$ cat src/rtl/tilt_gesture_filter.sv
// Tilt-to-gesture filter: 4-sample moving average of X/Y, hysteretic left/right FSM, one-shot jump FSM.
// Mean registered at N+1 after a strobe, direction/jump at N+2; no backpressure, a strobe every cycle is accepted.
module tilt_gesture_filter #(
  parameter int LR_ON      = 100,
  parameter int LR_OFF     = 80,
  parameter int JUMP_ON    = 200,
  parameter int JUMP_OFF   = 150,
  parameter int JUMP_PULSE = 4,
  parameter int COOLDOWN   = 16
) (
  input  logic        clk,
  input  logic        reset_n,
  input  logic        data_update,
  input  logic [15:0] data_x,
  input  logic [15:0] data_y,
  output logic [15:0] avg_x,
  output logic [15:0] avg_y,
  output logic        avg_valid,
  output logic        left,
  output logic        right,
  output logic        jump
);

  typedef enum logic [1:0] {DIR_CENTER, DIR_LEFT, DIR_RIGHT} dir_t;
  typedef enum logic [1:0] {JMP_IDLE, JMP_FIRE, JMP_COOL} jmp_t;

  localparam logic [15:0] LP_PULSE_LAST = 16'(JUMP_PULSE - 1);
  localparam logic [15:0] LP_COOL_LAST  = 16'((COOLDOWN > 0) ? (COOLDOWN - 1) : 0);

  logic [15:0]        r_hx [4];
  logic [15:0]        r_hy [4];
  logic signed [17:0] r_sum_x;
  logic signed [17:0] r_sum_y;
  logic signed [17:0] w_sum_x_nxt;
  logic signed [17:0] w_sum_y_nxt;
  logic [2:0]         r_fill;

  dir_t               r_dir;
  dir_t               w_dir_nxt;
  jmp_t               r_jmp;
  jmp_t               w_jmp_nxt;
  logic [15:0]        r_cnt;
  logic [15:0]        w_cnt_nxt;
  logic               r_armed;
  logic               w_armed_nxt;

  logic signed [31:0] w_ax;
  logic signed [31:0] w_ay;

  // Sum of four 16-bit samples needs 18 bits, so the running sum cannot wrap.
  assign w_sum_x_nxt = r_sum_x + {{2{data_x[15]}}, data_x} - {{2{r_hx[3][15]}}, r_hx[3]};
  assign w_sum_y_nxt = r_sum_y + {{2{data_y[15]}}, data_y} - {{2{r_hy[3][15]}}, r_hy[3]};

  assign w_ax = {{16{avg_x[15]}}, avg_x};
  assign w_ay = {{16{avg_y[15]}}, avg_y};

  always_ff @(posedge clk) begin
    if (!reset_n) begin
      for (int i = 0; i < 4; i++) begin
        r_hx[i] <= '0;
        r_hy[i] <= '0;
      end
      r_sum_x   <= '0;
      r_sum_y   <= '0;
      r_fill    <= '0;
      avg_x     <= '0;
      avg_y     <= '0;
      avg_valid <= 1'b0;
    end else begin
      avg_valid <= 1'b0;
      if (data_update) begin
        r_hx[0] <= data_x;
        r_hy[0] <= data_y;
        for (int i = 1; i < 4; i++) begin
          r_hx[i] <= r_hx[i-1];
          r_hy[i] <= r_hy[i-1];
        end
        r_sum_x   <= w_sum_x_nxt;
        r_sum_y   <= w_sum_y_nxt;
        // Bits [17:2] are exactly sum >>> 2 (floor toward -inf).
        avg_x     <= w_sum_x_nxt[17:2];
        avg_y     <= w_sum_y_nxt[17:2];
        avg_valid <= (r_fill >= 3'd3);
        if (r_fill != 3'd4) begin
          r_fill <= r_fill + 3'd1;
        end
      end
    end
  end

  always_ff @(posedge clk) begin
    if (!reset_n) begin
      r_dir   <= DIR_CENTER;
      r_jmp   <= JMP_IDLE;
      r_cnt   <= '0;
      r_armed <= 1'b1;
    end else begin
      r_dir   <= w_dir_nxt;
      r_jmp   <= w_jmp_nxt;
      r_cnt   <= w_cnt_nxt;
      r_armed <= w_armed_nxt;
    end
  end

  // A swing past the opposite threshold jumps straight across, skipping CENTER.
  always_comb begin
    w_dir_nxt = r_dir;
    if (avg_valid) begin
      case (r_dir)
        DIR_CENTER: begin
          if (w_ax > LR_ON) begin
            w_dir_nxt = DIR_LEFT;
          end else if (w_ax < -LR_ON) begin
            w_dir_nxt = DIR_RIGHT;
          end
        end
        DIR_LEFT: begin
          if (w_ax < -LR_ON) begin
            w_dir_nxt = DIR_RIGHT;
          end else if (w_ax <= LR_OFF) begin
            w_dir_nxt = DIR_CENTER;
          end
        end
        DIR_RIGHT: begin
          if (w_ax > LR_ON) begin
            w_dir_nxt = DIR_LEFT;
          end else if (w_ax >= -LR_OFF) begin
            w_dir_nxt = DIR_CENTER;
          end
        end
        default: w_dir_nxt = DIR_CENTER;
      endcase
    end
  end

  always_comb begin
    w_jmp_nxt   = r_jmp;
    w_cnt_nxt   = r_cnt;
    w_armed_nxt = r_armed;
    if (avg_valid && (w_ay <= JUMP_OFF)) begin
      w_armed_nxt = 1'b1;
    end
    case (r_jmp)
      JMP_IDLE: begin
        if (avg_valid && r_armed && (w_ay > JUMP_ON)) begin
          w_jmp_nxt   = JMP_FIRE;
          w_cnt_nxt   = '0;
          w_armed_nxt = 1'b0;
        end
      end
      JMP_FIRE: begin
        if (r_cnt == LP_PULSE_LAST) begin
          w_cnt_nxt = '0;
          if (COOLDOWN == 0) begin
            w_jmp_nxt = JMP_IDLE;
          end else begin
            w_jmp_nxt = JMP_COOL;
          end
        end else begin
          w_cnt_nxt = r_cnt + 16'd1;
        end
      end
      JMP_COOL: begin
        if (r_cnt == LP_COOL_LAST) begin
          w_cnt_nxt = '0;
          w_jmp_nxt = JMP_IDLE;
        end else begin
          w_cnt_nxt = r_cnt + 16'd1;
        end
      end
      default: begin
        w_jmp_nxt = JMP_IDLE;
        w_cnt_nxt = '0;
      end
    endcase
  end

  assign left  = (r_dir == DIR_LEFT);
  assign right = (r_dir == DIR_RIGHT);
  assign jump  = (r_jmp == JMP_FIRE);

endmodule

$ cat config.mk
export PLATFORM = sky130hd
export DESIGN_NAME = tilt_gesture_filter
export DESIGN_NICKNAME = d
export VERILOG_FILES = /design/src/rtl/tilt_gesture_filter.sv
export SDC_FILE = /design/constraint.sdc
export NUM_CORES = 1
export LEC_CHECK = 0
export ABC_AREA = 0
export CELL_PAD_IN_SITES_DETAIL_PLACEMENT = 1
export CELL_PAD_IN_SITES_GLOBAL_PLACEMENT = 1
export CORE_MARGIN = 2
export CORE_UTILIZATION = 47
export CTS_CLUSTER_SIZE = 40
export DETAILED_ROUTE_END_ITERATION = 16
export GPL_TIMING_DRIVEN = 1
export PLACE_DENSITY = 0.85
export SYNTH_ARGS = -nofsm -noshare
export SYNTH_HDL_FRONTEND = slang
export SYNTH_SLANG_ARGS = --single-unit
$ cat constraint.sdc
create_clock -name clk -period 6.6 [get_ports clk]
set_input_delay 1.32 -clock clk [delete_from_list [all_inputs] [get_ports clk]]
set_output_delay 1.32 -clock clk [all_outputs]
set_load 0.02 [all_outputs]
==> results.md, run 1 <==
* Outcome: finished clean
* Pins Over Slew Limit at 0
* Final Util at 0.537
* TritonCTS Buffers at 17
* DRT Wirelength at 25200 µm
* Area Overhead vs Synth at 12.4%
* Clock root buffer: clkbuf_16
* Placer's final routability congestion estimate at 0.850
* TritonRoute pass-1 iters at 4
* Crit end category: flop
* # resized after CTS at 0
* Reg2Reg Setup Slack at 3450 ps
* Worst hold margin at 496 ps
* Placed Cells incl. Taps at 1277
* Max-slew headroom at 0.313
* Row Count at 54
* Final ANT Viol Nets at 0
* Peak VDD IR at 0.000153 V
* Average cell area after synthesis at 10.4 µm²
* Total number of vias at 7199
* Critical Path Fanout Max at 8
* Final nets at 1131
* Clock sinks at 189
* LEAKAGE at 5.22 nW
* Later-pin clock latency in the skew report at 440 ps
* PortBufs at 70
* Tcrit/Tclk final at 0.613
* Post-synthesis sequential area ratio at 0.486
* Initial DRC Count at 408
* Max Cap Viol at 0
* Final setup vio count at 0
* # IOs at 71
* Yosys warns at 0
* F_max at 247 MHz
* Hold Crit Start: r_armed$_SDFF_PN1_
* Gate Count Post-Synth at 998
* CTS Buffer Depth at 2
* Die Area at 23400 µm²
* Hold_buf cts at 0
* Gr ovfl total at 0
* Vias in the first global route at 7622
* Final WS setup at 2560 ps
* GRT Util Overall at 0.220
* HP Class: flop to flop
* Core Box Area at 21800 µm²
* Pwr Density at 403 nW/µm²
* H-tree levels at 4
* Die height at 153 µm
* Post-Syn Nets at 1113
* Largest net degree at the start of global routing at 121
* Synth Cell Area at 10400 µm²
* Clock transition at the registers of the reported paths at 70 ps
* Ys flop type: edfxtp_1
* Final Hold Violating Endpoints at 0
* Crit path DAT at 4370 ps
* Residual DRC count at 0
* Crit start category: primary input
* Chip width at 153 µm
* Initial antenna violation count at 0
* Final Skew at 12.4 ps
* N_diodes at 0
* Per-cell routed wire length at 19.3 µm
* Unrepaired setup endpoints after global routing: no
* Setup TNS at 0 ps
* Measured slew at the worst slew-check pin at 1030 ps
* Critical Path Start: data_y[8]
* Worst R2R Path Depth at 11
* Dpl hpwl at 16600 µm
* Via/cell ratio at 5.50
* Synth unique cells at 55
* Critical path class: primary input to flop
* Post-CTS setup buffer count at 0
* Layout cells sized above 1 at 0.0466
* Minimum clock period at 4040 ps
* Initial core utilization at 0.477
* Number of synthesized flops with an enable pin at 128
* End of the critical path: avg_y[11]$_SDFFE_PN0P_
* Setup WS pre-CTS at 2170 ps
* Post-Layout Cell Count at 1309
* Worst EP required at 6920 ps
* # fillers at 2351
* RR Startpoint: avg_x[1]$_SDFFE_PN0P_
* First-pass GRT wire length at 40800 µm
* Clock tree from TritonCTS: yes
* Ys async rst share at 0
* Critical R2R Capture: avg_x[15]$_SDFFE_PN0P_
* Hold Crit Depth at 2
* Flops & latches, synth at 189
-- worst min path at each step --
stage / end
floorplan: r_armed$_SDFF_PN1_
global placement: r_armed$_SDFF_PN1_
detailed placement: r_sum_y[1]$_SDFFE_PN0P_
CTS: r_armed$_SDFF_PN1_
global route: r_armed$_SDFF_PN1_
finish: r_armed$_SDFF_PN1_
-- synth_stat cells (20+ instances only) --
| cell type | number | area (µm²) |
|---|---|---|
| nand2_1 | 43 | 161 |
| and3_1 | 102 | 638 |
| dfxtp_1 | 61 | 1220 |
| o21ai_0 | 22 | 110 |
| nor2b_1 | 23 | 144 |
| nor2_1 | 62 | 233 |
| a21oi_1 | 31 | 155 |
| buf_4 | 33 | 248 |
| mux2i_1 | 20 | 200 |
| ha_1 | 46 | 576 |
| clkbuf_1 | 38 | 143 |
| inv_1 | 147 | 552 |
| fa_1 | 34 | 681 |
| edfxtp_1 | 128 | 3840 |
| xnor2_1 | 29 | 254 |
-- power breakdown --
group	switching, W	total, W	leakage, nW	internal [W]
clock network	0.000502	0.00111	0.299	0.000610
logic	0.00121	0.00206	3.01	0.000847
registers	0.000140	0.00155	1.91	0.00141
total	0.00185	0.00472	5.22	0.00287
-- placed cells by master (no fill, tap or decap), types with 13 or more instances in the layout --
cell type / Yosys / routed
xor2_1: 14 / 14
a21o_1: 13 / 13
edfxtp_1: 128 / 128
and3_1: 102 / 102
clkbuf_16: 0 / 17
xnor2_1: 29 / 29
nand2_1: 43 / 42
inv_1: 147 / 146
clkdlybuf4s50_1: 0 / 68
dfxtp_1: 61 / 61
ha_1: 46 / 46
nor2_1: 62 / 62
mux2i_1: 20 / 20
fa_1: 34 / 34
nor2b_1: 23 / 23
a21oi_1: 31 / 31
o21ai_0: 22 / 22
nand4_1: 13 / 13
-- layout make-up --
class                           count  area (µm²)  area share
Clock buffer                       17         425      0.0363
Multi-Input combinational cell    586        4390       0.375
Clock inverter                     15         195      0.0167
Tap cell                          280         350      0.0299
Timing Repair Buffer               75         733      0.0626
Inverter                          147         554      0.0473
Sequential cell                   189        5060       0.433
-- registers in the layout, summed over array words and instances, names as in the netlist --
signal and flops:
r_sum_x 2, avg_valid 1, r_fill 3, r_jmp 2, r_armed 1, r_dir 2
r_sum_y 2, r_hx 64, r_cnt 16, avg_x 16, avg_y 16, r_hy 64
-- per-layer routing --
metal / routed length (µm) / vias up / track usage
met1: 11800 / 3601 / 0.299
met5: 0 / - / 0
li1: - / 3426 / -
met2: 12100 / 132 / 0.364
met4: 509 / 0 / 0.0728
met3: 800 / 40 / 0.0315
-- worst max-delay path: stages --
cell             delay, ps
clkdlybuf4s50_1        450
inv_1                   60
fa_1                   530
inv_1                   50
ha_1                   400
a211oi_1               330
o21bai_1               170
a21o_1                 200
a211o_1                340
xnor2_1                190
mux2i_1                120
and2_1                 200
-- per-stage QoR --
step | cell area [µm²] | total power, W
after detailed placement | 11100 | 0.00355
final | 11700 | 0.00472
after CTS | 11700 | 0.00473
after global placement | 11100 | 0.00344
after floorplan | 10400 | 0.00305
after global routing | 11700 | 0.00500
-- logic make-up (layout without fill, tap and decap cells) --
logic type	after synthesis	after routing	synth area share
fa+ha+maj	80	80	0.121
compound gates	140	140	0.0881
simple gates	303	303	0.157
xor+xnor	43	43	0.0361
buf+inv	223	254	0.0932
mux	20	20	0.0192
flops	189	189	0.486
Power figures use the tool's default switching activity.
==> run 2, diff against run 1 <==
Clock period 6.6 ns to 3.8 ns, I/O delays scaled along.
==> run 2 against run 1 <==
Utilization rose by 0.37 points; clock power rose by 68%; sequential cell count did not move; first-iteration DRC count fell by 18%; total power rose by 73%; via count rose by 1.1%; wire length fell by 3.8%; critical endpoint is now avg_x[7]$_SDFFE_PN0P_; largest power group unchanged.
==> results.md, run 2 (synthesized netlist as in run 1, its figures left out) <==
* Outcome: finished clean
* HP Class: flop to flop
* Worst EP required at 4160 ps (-2760 ps)
* Die height at 153 µm (unchanged)
* Critical Path Fanout Max at 4 (-4)
* Commonest non-fill, non-tap cell in the layout: inv_1
* Reg power frac at 0.329 (about the same)
* PortBufs at 70 (unchanged)
* LEAKAGE at 5.27 nW (+0.92%)
* Hold_buf cts at 0 (unchanged)
* Peak VDD IR at 0.000300 V (+96%)
* Final ANT Viol Nets at 0 (unchanged)
* Max Cap Viol at 0 (unchanged)
* WP buf/inv at 3 (unchanged)
* Area Overhead vs Synth at 13.1%
* Total number of vias at 7276 (+1.1%)
* Critical path class: primary input to flop
* Combinational Power Share at 0.443 (+0.007)
* Row Count at 54 (unchanged)
* Net Switching at 0.00326 W (+76%)
* Unrepaired setup endpoints after global routing: no
* Cell family with most CP delay: compound AO/OA/AOI/OAI gates
* Minimum clock period at 3510 ps
* Pwr Density at 692 nW/µm² (+72%)
* First-pass GRT wire length at 39800 µm (-2.3%)
* Slowest-stage cell, CP: fa_1
* # IOs at 71 (unchanged)
* Post-CTS setup buffer count at 0 (unchanged)
* Crit path cell chain: clkdlybuf4s50_1 > inv_1 > fa_1 > inv_1 > ha_1 > a21o_1 > a21oi_1 > nand2_1 > a31oi_1 > o21bai_1 > a211o_1 > a32o_1
* H-tree levels at 4 (unchanged)
* Final nets at 1140 (+0.80%)
* Initial antenna violation count at 0 (unchanged)
* Chip width at 153 µm (unchanged)
* # fillers at 2373 (+0.94%)
* Placed Area at 11200 µm² (+0.72%)
* Most frequent cells in the layout: inv_1, edfxtp_1, and3_1
* F_max at 285 MHz
* Clock root buffer: clkbuf_16
* Die Area at 23400 µm² (unchanged)
* Vias in the first global route at 7604 (-0.24%)
* Post-Layout Cell Count at 1318 (+0.69%)
* Register Area at 5060 µm² (unchanged)
* Placed Cells incl. Taps at 1286 (+0.70%)
* Net Sw Frac at 0.400 (+0.00804)
* Initial DRC Count at 333 (-18%)
* Max-slew headroom at 0.394 (+0.0801)
* Pins Over Slew Limit at 0 (unchanged)
* Later-pin clock latency in the skew report at 460 ps (+20 ps)
* Layout cells sized above 1 at 0.0559 (+0.00923)
* Residual DRC count at 0 (unchanged)
* Area occupied by multi-input gates at 4390 µm² (unchanged)
* Final Util at 0.540 (+0.00367)
* Tcrit/Tclk final at 0.923
* Clock sinks at 189 (unchanged)
* DRT Wirelength at 24300 µm (-3.8%)
* Final Skew at 16.1 ps (+3.76 ps)
* Crit end category: flop
* Initial core utilization at 0.477 (unchanged)
* Measured slew at the worst slew-check pin at 887 ps (-143 ps)
* Final WS setup at 293 ps (-2260 ps)
* Met1 wire length at 11200 µm (-5.0%)
* Crit path DAT at 3860 ps (-510 ps)
* Metal3 WL at 917 µm (+15%)
* Largest regs: r_hx: 64 flops, r_hy: 64 flops
* Clk network pwr share at 0.229 (-0.007)
* Final setup vio count at 0 (unchanged)
* Setup WS pre-CTS at -21.8 ps (-2200 ps)
* Crit start category: primary input
* Clock tree from TritonCTS: yes
* TritonCTS Buffers at 17 (unchanged)
* Core Box Area at 21800 µm² (unchanged)
* Final Hold Violating Endpoints at 0 (unchanged)
* Most frequent CP cell: inv_1
* Clock transition at the registers of the reported paths at 80 ps (about the same)
* TritonRoute pass-1 iters at 5 (+1)
* Via/cell ratio at 5.52 (+0.38%)
* Top layer in use: met4
* Gr ovfl total at 0 (unchanged)
* Peak per-stage delay on the critical path at 530 ps (about the same)
* Per-cell routed wire length at 18.4 µm (-4.4%)
* Final instance area at 11800 µm² (+0.68%)
* Design internal power at 0.00489 W (+71%)
* CTS Buffer Depth at 2 (unchanged)
* Dpl hpwl at 16700 µm (+0.68%)
* Routed length on met2 at 11700 µm (-3.5%)
* Placer's final routability congestion estimate at 0.867 (+1.9%)
* # resized after CTS at 0 (unchanged)
* N_diodes at 0 (unchanged)
* GRT Util Overall at 0.214 (-0.00571)
* Largest net degree at the start of global routing at 139 (+15%)
-- run 2: changes by cell type in the layout (fill, tap and decap cells not counted), sizes merged --
cell / delta
clkinv: +2
clkinvlp: -1
inv: +2
buf: +9
bufinv: -3
-- run 2: worst paths after layout --
check / end / from / cells after the start / slack [ps]
worst max register to register: avg_x[7]$_SDFFE_PN0P_ / avg_x[1]$_SDFFE_PN0P_ / 11 / 570
worst min-delay path: r_armed$_SDFF_PN1_ / r_armed$_SDFF_PN1_ / 2 / 490
worst max-delay path: avg_x[7]$_SDFFE_PN0P_ / data_x[3] / 12 / 290
worst min register to register: r_armed$_SDFF_PN1_ / r_armed$_SDFF_PN1_ / 2 / 490
-- run 2: per-stage QoR --
stage | TNS [ps] | total power (W) | hold WS [ps]
2_1_floorplan | 0 | 0.00529 | 441
3_3_place_gp | 0 | 0.00608 | 453
3_5_place_dp | -21.8 | 0.00624 | 470
4_1_cts | 0 | 0.00819 | 488
5_1_grt | 0 | 0.00868 | 531
6_report | 0 | 0.00815 | 491
-- run 2: final cells by class --
class	instances	share of cell area
clock inverters	15	0.0166
inverters	147	0.0470
clock buffers	17	0.0361
well taps	280	0.0297
multi-input cells	586	0.372
flip-flops and latches	189	0.430
repair buffers	84	0.0690
-- run 2: power by group through the flow --
stage          clock, W  combinational [W]  sequential [W]
2_1_floorplan         0            0.00267         0.00262
3_3_place_gp          0            0.00336         0.00271
3_5_place_dp          0            0.00352         0.00272
4_1_cts         0.00190            0.00361         0.00268
5_1_grt         0.00198            0.00399         0.00271
6_report        0.00187            0.00361         0.00268
-- run 2: per-layer routing --
| layer | track usage | vias to the layer above |
|---|---|---|
| met5 | 0 | - |
| met4 | 0.0701 | 0 |
| met3 | 0.0357 | 38 |
| met2 | 0.349 | 139 |
| met1 | 0.292 | 3639 |
| li1 | - | 3460 |
-- run 2: tightest hold or removal path: cells and delay by family (launching register included) --
kind / cells / cell delay, ps
and+or+nand+nor: 1 / 60
AOI/OAI and AO/OA: 1 / 70
DFF: 1 / 330
==> run 3, diff against run 2 <==
Settings changed: PLACE_DENSITY 0.85 to unset, PLACE_DENSITY_LB_ADDON set to 0.1.
==> run 3 against run 2 <==
Register-to-register slack gained 240 ps; clock power shrank 5%; critical path type unchanged; die area is the same; sequential cell count is the same; sequential share of layout area is essentially flat.
==> results.md, run 3 (synthesized netlist as in run 1, its figures left out) <==
* Tcrit/Tclk final at 0.869 (-0.0542)
* Initial antenna violation count at 0 (unchanged)
* GRT Util Overall at 0.210 (-0.00388)
* F_max at 303 MHz (+6.2%)
* Critical Path Start: data_y[4]
* Critical Path Fanout Max at 4 (unchanged)
* Crit start category: primary input
* Largest regs: r_hx: 64 flops, r_hy: 64 flops
* Max Cap Viol at 0 (unchanged)
* PortBufs at 70 (unchanged)
* Largest net degree at the start of global routing at 79 (-43%)
* Unrepaired setup endpoints after global routing: no
* Final Hold Violating Endpoints at 0 (unchanged)
* Crit end category: flop
* Core Box Area at 21800 µm² (unchanged)
* Per-cell routed wire length at 17.8 µm (-3.5%)
* # IOs at 71 (unchanged)
* H-tree levels at 4 (unchanged)
* DRT Wirelength at 23600 µm (-2.8%)
* Area Overhead vs Synth at 13.2% (about the same)
* Pwr Density at 675 nW/µm² (-2.3%)
* Final nets at 1149 (+0.79%)
* Chip width at 153 µm (unchanged)
* Hold Crit Start: r_armed$_SDFF_PN1_
* TritonCTS Buffers at 17 (unchanged)
* Vias in the first global route at 7303 (-4.0%)
* Reg2Reg Setup Slack at 810 ps (+240 ps)
* Register Area at 5060 µm² (unchanged)
* Final setup vio count at 0 (unchanged)
* First-pass GRT wire length at 38900 µm (-2.3%)
* Row Count at 54 (unchanged)
* Setup TNS at 0 ps (unchanged)
* Placer's final routability congestion estimate at 0.852 (-1.7%)
* Critical path class: primary input to flop
* Clock root buffer: clkbuf_16
* LEAKAGE at 5.29 nW (+0.31%)
* CTS Buffer Depth at 2 (unchanged)
* Final ANT Viol Nets at 0 (unchanged)
* Area occupied by multi-input gates at 4390 µm² (unchanged)
* Hold_buf cts at 0 (unchanged)
* Crit path DAT at 3670 ps (-190 ps)
* Measured slew at the worst slew-check pin at 711 ps (-176 ps)
* Clock transition at the registers of the reported paths at 70 ps (about the same)
* Initial DRC Count at 275 (-17%)
* Final Skew at 14.6 ps (-1.52 ps)
* HP Class: flop to flop
* TritonRoute pass-1 iters at 4 (-1)
* Clock tree from TritonCTS: yes
* N_diodes at 0 (unchanged)
* Clock sinks at 189 (unchanged)
* Commonest non-fill, non-tap cell in the layout: inv_1
* # resized after CTS at 0 (unchanged)
* Minimum clock period at 3300 ps (-206 ps)
* Peak VDD IR at 0.000282 V (-5.9%)
* # fillers at 2366 (-0.29%)
* Post-CTS setup buffer count at 0 (unchanged)
* Die Area at 23400 µm² (unchanged)
* Worst EP required at 4170 ps (about the same)
* Gr ovfl total at 0 (unchanged)
* Total power at 0.00796 W (-2.3%)
* End of the critical path: avg_y[15]$_SDFFE_PN0P_
* Layout cells sized above 1 at 0.0621 (+0.00621)
* Initial core utilization at 0.477 (unchanged)
* RR Startpoint: avg_x[6]$_SDFFE_PN0P_
* Critical R2R Capture: avg_x[15]$_SDFFE_PN0P_
* Die height at 153 µm (unchanged)
* Residual DRC count at 0 (unchanged)
* Later-pin clock latency in the skew report at 440 ps (-20 ps)
* Total number of vias at 7084 (-2.6%)
* Worst R2R Path Depth at 10 (-1)
* Most frequent cells in the layout: inv_1, edfxtp_1, and3_1
* Outcome: finished clean
* Dpl hpwl at 16400 µm (-1.3%)
* Max-slew headroom at 0.526 (+0.132)
* Via/cell ratio at 5.34 (-3.3%)
* Pins Over Slew Limit at 0 (unchanged)
==> run 3: cell count changes in the layout (fill, tap and decap cells not counted), moves of 2 or more <==
cell / previous run / this run
buf_4: 15 / 25
clkinv_4: 0 / 2
clkinv_8: 4 / 1
inv_12: 3 / 0
inv_8: 5 / 2
clkinv_2: 0 / 3
==> run 3: cell type report <==
type                    count  area share
flip-flops and latches    189       0.430
repair buffers             93      0.0736
clock buffers              18      0.0364
inverters                 147      0.0470
multi-input cells         586       0.372
clock inverters            14      0.0118
well taps                 280      0.0297
==> run 3: worst max-delay path, cell delays in order <==
cell and delay (ps):
clkdlybuf4s50_1 460, inv_1 70, fa_1 530, inv_1 50, ha_1 340, o211ai_1 110, o21a_1 240, a211oi_1 260
a211o_1 190, nand2_1 60, o311ai_1 380, mux2i_1 210
==> run 3: metal layers <==
layer,vias to the layer above,GRT usage,routed length (µm)
met3,19,0.0332,529
met1,3529,0.292,11600
met5,-,0,0
li1,3455,-,-
met4,0,0.0573,290
met2,81,0.345,11200
==> run 3: worst min-delay path by stage <==
stage,end,cells after the start
final,r_armed$_SDFF_PN1_,2
after global routing,r_sum_y[1]$_SDFFE_PN0P_,1
after global placement,r_sum_y[1]$_SDFFE_PN0P_,1
after floorplan,r_armed$_SDFF_PN1_,2
after detailed placement,r_armed$_SDFF_PN1_,2
after CTS,r_armed$_SDFF_PN1_,2
==> run 3: stage by stage <==
| step | hold WS [ps] | utilization | setup WS, ps | instances | cell area, µm² |
|---|---|---|---|---|---|
| 2_1_floorplan | 441 | - | 451 | 998 | 10400 |
| 3_3_place_gp | 463 | 0.514 | 102 | 1295 | 11200 |
| 3_5_place_dp | 466 | 0.514 | 73.3 | 1295 | 11200 |
| 4_1_cts | 483 | 0.540 | 521 | 1327 | 11800 |
| 5_1_grt | 520 | 0.540 | 326 | 1327 | 11800 |
| 6_report | 478 | 0.540 | 499 | 1327 | 11800 |
==> run 3: power breakdown <==
part           switching, W  internal (W)
sequential         0.000229       0.00245
combinational       0.00196       0.00156
clock              0.000850      0.000921
